<file path="src/rtl/mem_line_arbiter_if.sv">
// Bus bundle for mem_line_arbiter: the I and D refill request/ack ports and the data RAM port.
// Handshake: req is held with stable payload until a one-cycle ack; rdata is valid in the ack cycle.
interface mem_line_arbiter_if #(
    parameter int ADDR_W = 32,
    parameter int LINE_W = 256
);
    logic              i_req;
    logic [ADDR_W-1:0] i_addr;
    logic              i_ack;
    logic [LINE_W-1:0] i_rdata;

    logic              d_req;
    logic              d_we;
    logic [ADDR_W-1:0] d_addr;
    logic [LINE_W-1:0] d_wdata;
    logic              d_ack;
    logic [LINE_W-1:0] d_rdata;

    logic              ram_read_op;
    logic              ram_write_op;
    logic [ADDR_W-1:0] ram_addr;
    logic [LINE_W-1:0] ram_data_o;
    logic [LINE_W-1:0] ram_data_i;

    modport slave (
        input  i_req, i_addr,
        output i_ack, i_rdata,
        input  d_req, d_we, d_addr, d_wdata,
        output d_ack, d_rdata,
        output ram_read_op, ram_write_op, ram_addr, ram_data_o,
        input  ram_data_i
    );

    modport master (
        output i_req, i_addr,
        input  i_ack, i_rdata,
        output d_req, d_we, d_addr, d_wdata,
        input  d_ack, d_rdata,
        input  ram_read_op, ram_write_op, ram_addr, ram_data_o,
        output ram_data_i
    );
endinterface

</file>
<file path="src/rtl/mem_line_arbiter.sv">
// Round-robin arbiter sharing one line-wide RAM port between I refill and D refill/writeback.
// Optional grant/wait statistics outputs are enabled with `define MEM_ARB_STATS_EN.
module mem_line_arbiter #(
    parameter int ADDR_W  = 32,
    parameter int LINE_W  = 256,
    parameter int RAM_LAT = 2
) (
    input  logic                    CLK,
    input  logic                    RST,
    mem_line_arbiter_if.slave       bus,
    output logic [1:0]              dbg_state
`ifdef MEM_ARB_STATS_EN
    ,
    output logic [31:0]             stat_i_grants,
    output logic [31:0]             stat_d_grants,
    output logic [31:0]             stat_wait_cycles
`endif
);

    typedef enum logic [1:0] {
        S_IDLE   = 2'd0,
        S_ACCESS = 2'd1,
        S_RESP   = 2'd2
    } state_t;

    localparam logic [3:0] CNT_LOAD = 4'(RAM_LAT - 1);

    state_t            state_q, state_d;
    logic [3:0]        cnt_q, cnt_d;
    logic              last_d_q, last_d_d;   // 1: last grant went to D
    logic              win_d_q, win_d_d;     // 1: access in flight belongs to D
    logic              rd_op_q, rd_op_d;
    logic              wr_op_q, wr_op_d;
    logic [ADDR_W-1:0] addr_q, addr_d;
    logic [LINE_W-1:0] wdata_q, wdata_d;
    logic              i_ack_q, i_ack_d;
    logic              d_ack_q, d_ack_d;
    logic [LINE_W-1:0] i_rdata_q, i_rdata_d;
    logic [LINE_W-1:0] d_rdata_q, d_rdata_d;

    logic grant_i, grant_d;

    // Contention goes to whoever did not win last; a lone requester always wins.
    assign grant_i = (state_q == S_IDLE) && bus.i_req && (!bus.d_req || last_d_q);
    assign grant_d = (state_q == S_IDLE) && bus.d_req && (!bus.i_req || !last_d_q);

    always_comb begin
        state_d   = state_q;
        cnt_d     = cnt_q;
        last_d_d  = last_d_q;
        win_d_d   = win_d_q;
        rd_op_d   = rd_op_q;
        wr_op_d   = wr_op_q;
        addr_d    = addr_q;
        wdata_d   = wdata_q;
        i_ack_d   = 1'b0;
        d_ack_d   = 1'b0;
        i_rdata_d = i_rdata_q;
        d_rdata_d = d_rdata_q;

        case (state_q)
            S_IDLE: begin
                if (grant_d) begin
                    addr_d   = bus.d_addr;
                    wdata_d  = bus.d_wdata;
                    rd_op_d  = !bus.d_we;
                    wr_op_d  = bus.d_we;
                    cnt_d    = CNT_LOAD;
                    last_d_d = 1'b1;
                    win_d_d  = 1'b1;
                    state_d  = S_ACCESS;
                end else if (grant_i) begin
                    addr_d   = bus.i_addr;
                    rd_op_d  = 1'b1;
                    wr_op_d  = 1'b0;
                    cnt_d    = CNT_LOAD;
                    last_d_d = 1'b0;
                    win_d_d  = 1'b0;
                    state_d  = S_ACCESS;
                end
            end
            S_ACCESS: begin
                if (cnt_q != 4'd0) begin
                    cnt_d = cnt_q - 4'd1;
                end else begin
                    if (rd_op_q) begin
                        if (win_d_q) d_rdata_d = bus.ram_data_i;
                        else         i_rdata_d = bus.ram_data_i;
                    end
                    rd_op_d = 1'b0;
                    wr_op_d = 1'b0;
                    d_ack_d = win_d_q;
                    i_ack_d = !win_d_q;
                    state_d = S_RESP;
                end
            end
            S_RESP:  state_d = S_IDLE;
            default: state_d = S_IDLE;
        endcase
    end

`ifdef MEM_ARB_STATS_EN
    logic [31:0] st_i_q, st_i_d;
    logic [31:0] st_d_q, st_d_d;
    logic [31:0] st_w_q, st_w_d;
    logic        wait_i, wait_d;

    // A requester is waiting unless it owns the access in flight or is being granted now.
    assign wait_i = bus.i_req && !grant_i && !((state_q != S_IDLE) && !win_d_q);
    assign wait_d = bus.d_req && !grant_d && !((state_q != S_IDLE) && win_d_q);

    always_comb begin
        st_i_d = st_i_q + {31'b0, grant_i};
        st_d_d = st_d_q + {31'b0, grant_d};
        st_w_d = st_w_q + {31'b0, (wait_i | wait_d)};
    end

    assign stat_i_grants    = st_i_q;
    assign stat_d_grants    = st_d_q;
    assign stat_wait_cycles = st_w_q;
`endif

    always_ff @(posedge CLK or posedge RST) begin
        if (RST) begin
            state_q   <= S_IDLE;
            cnt_q     <= 4'd0;
            last_d_q  <= 1'b0;
            win_d_q   <= 1'b0;
            rd_op_q   <= 1'b0;
            wr_op_q   <= 1'b0;
            addr_q    <= '0;
            wdata_q   <= '0;
            i_ack_q   <= 1'b0;
            d_ack_q   <= 1'b0;
            i_rdata_q <= '0;
            d_rdata_q <= '0;
`ifdef MEM_ARB_STATS_EN
            st_i_q    <= 32'd0;
            st_d_q    <= 32'd0;
            st_w_q    <= 32'd0;
`endif
        end else begin
            state_q   <= state_d;
            cnt_q     <= cnt_d;
            last_d_q  <= last_d_d;
            win_d_q   <= win_d_d;
            rd_op_q   <= rd_op_d;
            wr_op_q   <= wr_op_d;
            addr_q    <= addr_d;
            wdata_q   <= wdata_d;
            i_ack_q   <= i_ack_d;
            d_ack_q   <= d_ack_d;
            i_rdata_q <= i_rdata_d;
            d_rdata_q <= d_rdata_d;
`ifdef MEM_ARB_STATS_EN
            st_i_q    <= st_i_d;
            st_d_q    <= st_d_d;
            st_w_q    <= st_w_d;
`endif
        end
    end

    assign bus.ram_read_op  = rd_op_q;
    assign bus.ram_write_op = wr_op_q;
    assign bus.ram_addr     = addr_q;
    assign bus.ram_data_o   = wdata_q;
    assign bus.i_ack        = i_ack_q;
    assign bus.d_ack        = d_ack_q;
    assign bus.i_rdata      = i_rdata_q;
    assign bus.d_rdata      = d_rdata_q;
    assign dbg_state        = state_q;

endmodule

</file>
<file path="src/flat_wrapper.sv">
// flat-port wrapper written by rule: the top's interface ports become plain ports
module mem_line_arbiter_flat 
#(
    parameter int ADDR_W  = 32,
    parameter int LINE_W  = 256,
    parameter int RAM_LAT = 2
)
  (CLK, RST, dbg_state, bus_i_req, bus_i_addr, bus_i_ack, bus_i_rdata, bus_d_req, bus_d_we, bus_d_addr, bus_d_wdata, bus_d_ack, bus_d_rdata, bus_ram_read_op, bus_ram_write_op, bus_ram_addr, bus_ram_data_o, bus_ram_data_i);
  mem_line_arbiter_if #(.ADDR_W(ADDR_W), .LINE_W(LINE_W)) bus_i ();
  input  logic CLK;
  input  logic RST;
  output logic [1:0] dbg_state;
  input wire logic [$bits(bus_i.i_req)-1:0] bus_i_req;
  input wire logic [$bits(bus_i.i_addr)-1:0] bus_i_addr;
  output wire logic [$bits(bus_i.i_ack)-1:0] bus_i_ack;
  output wire logic [$bits(bus_i.i_rdata)-1:0] bus_i_rdata;
  input wire logic [$bits(bus_i.d_req)-1:0] bus_d_req;
  input wire logic [$bits(bus_i.d_we)-1:0] bus_d_we;
  input wire logic [$bits(bus_i.d_addr)-1:0] bus_d_addr;
  input wire logic [$bits(bus_i.d_wdata)-1:0] bus_d_wdata;
  output wire logic [$bits(bus_i.d_ack)-1:0] bus_d_ack;
  output wire logic [$bits(bus_i.d_rdata)-1:0] bus_d_rdata;
  output wire logic [$bits(bus_i.ram_read_op)-1:0] bus_ram_read_op;
  output wire logic [$bits(bus_i.ram_write_op)-1:0] bus_ram_write_op;
  output wire logic [$bits(bus_i.ram_addr)-1:0] bus_ram_addr;
  output wire logic [$bits(bus_i.ram_data_o)-1:0] bus_ram_data_o;
  input wire logic [$bits(bus_i.ram_data_i)-1:0] bus_ram_data_i;
  assign bus_i.i_req = bus_i_req;
  assign bus_i.i_addr = bus_i_addr;
  assign bus_i_ack = bus_i.i_ack;
  assign bus_i_rdata = bus_i.i_rdata;
  assign bus_i.d_req = bus_d_req;
  assign bus_i.d_we = bus_d_we;
  assign bus_i.d_addr = bus_d_addr;
  assign bus_i.d_wdata = bus_d_wdata;
  assign bus_d_ack = bus_i.d_ack;
  assign bus_d_rdata = bus_i.d_rdata;
  assign bus_ram_read_op = bus_i.ram_read_op;
  assign bus_ram_write_op = bus_i.ram_write_op;
  assign bus_ram_addr = bus_i.ram_addr;
  assign bus_ram_data_o = bus_i.ram_data_o;
  assign bus_i.ram_data_i = bus_ram_data_i;
  mem_line_arbiter #(.ADDR_W(ADDR_W), .LINE_W(LINE_W), .RAM_LAT(RAM_LAT)) u_core (.CLK(CLK), .RST(RST), .bus(bus_i), .dbg_state(dbg_state));
endmodule
</file>
<file path="config.mk">
export PLATFORM = sky130hd
export DESIGN_NAME = mem_line_arbiter_flat
export DESIGN_NICKNAME = d
export VERILOG_FILES = /design/src/rtl/mem_line_arbiter_if.sv /design/src/rtl/mem_line_arbiter.sv /design/src/flat_wrapper.sv
export SDC_FILE = /design/constraint.sdc
export NUM_CORES = 2
export LEC_CHECK = 0
export CAP_MARGIN = 5
export CORE_AREA = 3 3 547 549
export CTS_BUF_LIST = sky130_fd_sc_hd__clkbuf_8
export CTS_CLUSTER_SIZE = 40
export DETAILED_ROUTE_END_ITERATION = 6
export DIE_AREA = 0 0 550 552
export HOLD_SLACK_MARGIN = 0.05
export SYNTH_ARGS = -nofsm -noshare
export SYNTH_HDL_FRONTEND = slang
export SYNTH_SLANG_ARGS = --single-unit
</file>
<file path="constraint.sdc">
create_clock -name CLK -period 31.6 [get_ports CLK]
set_clock_uncertainty 0.15 [all_clocks]
set_input_delay 3.16 -clock CLK [delete_from_list [all_inputs] [get_ports CLK]]
set_output_delay 3.16 -clock CLK [all_outputs]
set_load 0.03 [all_outputs]
</file>
==> impl_results.md <==
- Worst slew pin tran: 1240 ps
- Antenna-violating nets left: 0
- Syn Nets: 2,439
- P per Cell Area: 129 mW/mm^2
- Port Buffer Count: 1,386
- Max cap viols: 0
- CTS tree: done
- Clk sink count: 811
- Hold depth: 1
- Post-Route Setup TNS: 0 ps
- WL final: 235,000 microns
- Worst-Skew Late Latency: 920 ps
- FMAX: 138 MHz
- Placed wire-length estimate: 202,000 microns
- Wirelength per Cell: 31.7 microns
- R2R depth: 6
- Clk slew on worst S/H paths: 60 ps
- Worst-path maximum fanout: 105
- Initial DRC count: 1,341
- Total gr overflow: 0
- Avg Synthesized Cell Area: 16.5 sq um
- P_int: 3580 uW
- Leak: 0.0202 uW
- Antenna violations before repair: 194
- Die width: 550 microns
- # rows: 199
- Share of cells above drive strength 1: 29.4%
- Final period util: 22.9%
- Worst EP arrival: 8010 ps
- Pre-CTS setup slack: 23,240 ps
- CP Capture Type: async pin
- Post-CTS Resized: 0
- Register bit total from synthesis: 811
- Syn Inst Count: 1,856
- Synth Flop Type: dfrtp_1
- Hold Vio Cnt, Final: 0
- Synthesized area: 0.0306 sq mm
- Comb power frac: 55.4%
- H-tree Lvls: 4
- Switch Pwr: 3160 uW
- CTS buffer count: 157
- Flop pwr share: 28.4%
- Vias per Instance: 3.22
- Synth unique cells: 33
- VDD IR-drop max: 65.5 uV
- Clock power share: 16.2%
- Leading area contributor after synthesis: dfrtp_1
- Final slew viol count: 0
- Vias post-DR: 23.9k
- Number of cells on the critical path: 7
- Number of synthesized flops with an enable pin: 0
- Drt pass-1 iters: 6
- Initial Util: 10.4%
- CP top delay family: buffers and inverters
- CP dominant cell by count: buf_4
- Pin count of the biggest net entering global routing: 139
- Tightest hold margin: 335 ps
- Most common cell after layout, fill and taps aside: clkdlybuf4s50_1
- GPL Wtd Cong: 0.973
- Slowest cell delay on critical path: 780 ps
- Sw frac: 46.8%
- RSZ-0062 raised after global routing: false
- Die Span Y: 552 microns
- Rel. slew slack: 17.4%
- Setup crit start kind: input pin
- Vias in the first global route: 24.9k
- Yosys top cell area share: 66.3%
- Hold-fix buffers, CTS: 0
- Setup Crit Path Kind: in -> async
- Remaining DRCs: 0
- Io pins: 1,387
- WP data required: 32,360 ps
- Design Area, Final: 0.0523 sq mm
- DP Area: 0.0490 sq mm
- Register area: 0.0203 sq mm
- Clock root cell: clkbuf_8
- Cell chain of the critical path: clkdlybuf4s50_1 > inv_8 > buf_4 > buf_4 > buf_4 > buf_4 > buf_4
- Sequential-to-total area share from yosys stat: 66.3%
- Total Power: 6740 uW
- First-pass GRT wire length: 290,000 microns
- Setup bufs post-CTS: 0
- Die area: 0.304 sq mm
- Synth-to-layout area growth: 70.8%
- Multi-input logic area: 0.00959 sq mm
- Synth warn: 0
- Leading cell types in the layout, fill and taps excluded: clkdlybuf4s50_1 (1,382), dfrtp_1 (810), mux2_2 (746), clkbuf_8 (185), inv_1 (83)
- Hold crit path type: reg -> reg
- Status: finished clean
- Final worst slack: 24,350 ps
- Minimum clock period: 7250 ps
- Worst path slowest cell: buf_4
- Core Region: 0.294 sq mm
- # nets final: 3,903
- Clock Tree Buf Depth: 4
- Async SR Flop Fraction: 100%
- Buf/Inv on CP: 7
- Synth area leaders: dfrtp_1 (66%), mux2_2 (27%), o2111ai_1 (0.92%)
- Endpoints failing setup: 0
- GRT Total Usage: 14.9%
- Layout fillers: 32.1k
-- worst reg2reg max path, stage by stage, from the launching register on --
cell,delay (ps)
dfrtp_2,740
nand4_1,940
buf_4,690
buf_4,760
buf_4,730
buf_4,910
mux2_2,510
-- logic make-up (layout without fill, tap and decap cells) --
kind of cell,count (synthesis),in the layout,share of synthesized area [%]
buf+inv,147,1719,2.53
fa+ha+maj,2,2,0.0817
other cells,0,63,0
mux,770,770,28.3
compound gates,106,106,2.44
flops,811,811,66.3
simple gates,20,20,0.384
-- power by group through the flow --
stage | sequential [uW] | clock, uW | combinational [uW]
floorplan | 2900 | 0 | 715
global placement | 1900 | 0 | 3770
detailed placement | 1920 | 0 | 3780
CTS | 1920 | 1140 | 3800
global route | 1980 | 1180 | 3900
finish | 1920 | 1090 | 3730
-- per-layer routing --
metal / global-route usage (%) / wire, microns / part of all wire [%] / vias to the layer above
met5: 0 / 625 / 0.27 / -
met4: 3.97 / 5270 / 2.2 / 96
met3: 10.8 / 38600 / 16 / 478
met2: 21.5 / 97800 / 42 / 1536
met1: 17.3 / 92400 / 39 / 12071
li1: - / - / - / 9691
-- final cells by class --
class | instances | area share (%)
diodes | 63 | 0.301
clock buffers | 185 | 4.87
clock inverters | 82 | 1.13
inverters | 38 | 0.287
multi-input cells | 898 | 18.3
flip-flops and latches | 811 | 38.8
well taps | 3919 | 9.37
repair buffers | 1414 | 26.9
-- state kept, by name, summed over array words and instances, names as in the netlist --
signal                   flops
u_core.bus.i_ack             1
u_core.last_d_q              1
u_core.bus.d_ack             1
u_core.bus.d_rdata         256
u_core.dbg_state             2
u_core.cnt_q                 4
u_core.bus.ram_write_op      1
u_core.bus.ram_addr         32
u_core.bus.ram_read_op       1
u_core.bus.ram_data_o      256
u_core.bus.i_rdata         256
-- cells in the mapped netlist (2+ instances only) --
cell	number
dfrtp_1	811
mux2_2	746
buf_2	55
inv_1	38
o21ai_0	36
o2111ai_1	32
o211ai_1	32
clkbuf_1	26
mux2_1	23
buf_6	14
buf_4	13
nor2_1	4
nand3_1	3
and3_1	2
ha_1	2
nand2_1	2
-- metrics by stage --
step | util, % | instances
floorplan | - | 1856
global placement | 16.7 | 7080
detailed placement | 16.7 | 7080
CTS | 17.7 | 7347
global route | 17.7 | 7373
finish | 17.8 | 7410
-- path summary, 6_finish.rpt --
kind	startpoint	endpoint	slack [ps]
worst min-delay path	u_core.bus.i_rdata[97]	u_core.bus.i_rdata[97]	340
worst min register to register	u_core.bus.i_rdata[97]	u_core.bus.i_rdata[97]	340
max in group CLK	bus_d_req	u_core.bus.ram_data_o[42]	25420
worst max register to register	u_core.last_d_q	u_core.bus.d_rdata[27]	25990
min in group asynchronous	RST	u_core.cnt_q[1]	2680
worst max-delay path	RST	u_core.bus.d_rdata[91]	24350
Note: power is estimated with default switching activity, not from simulation.
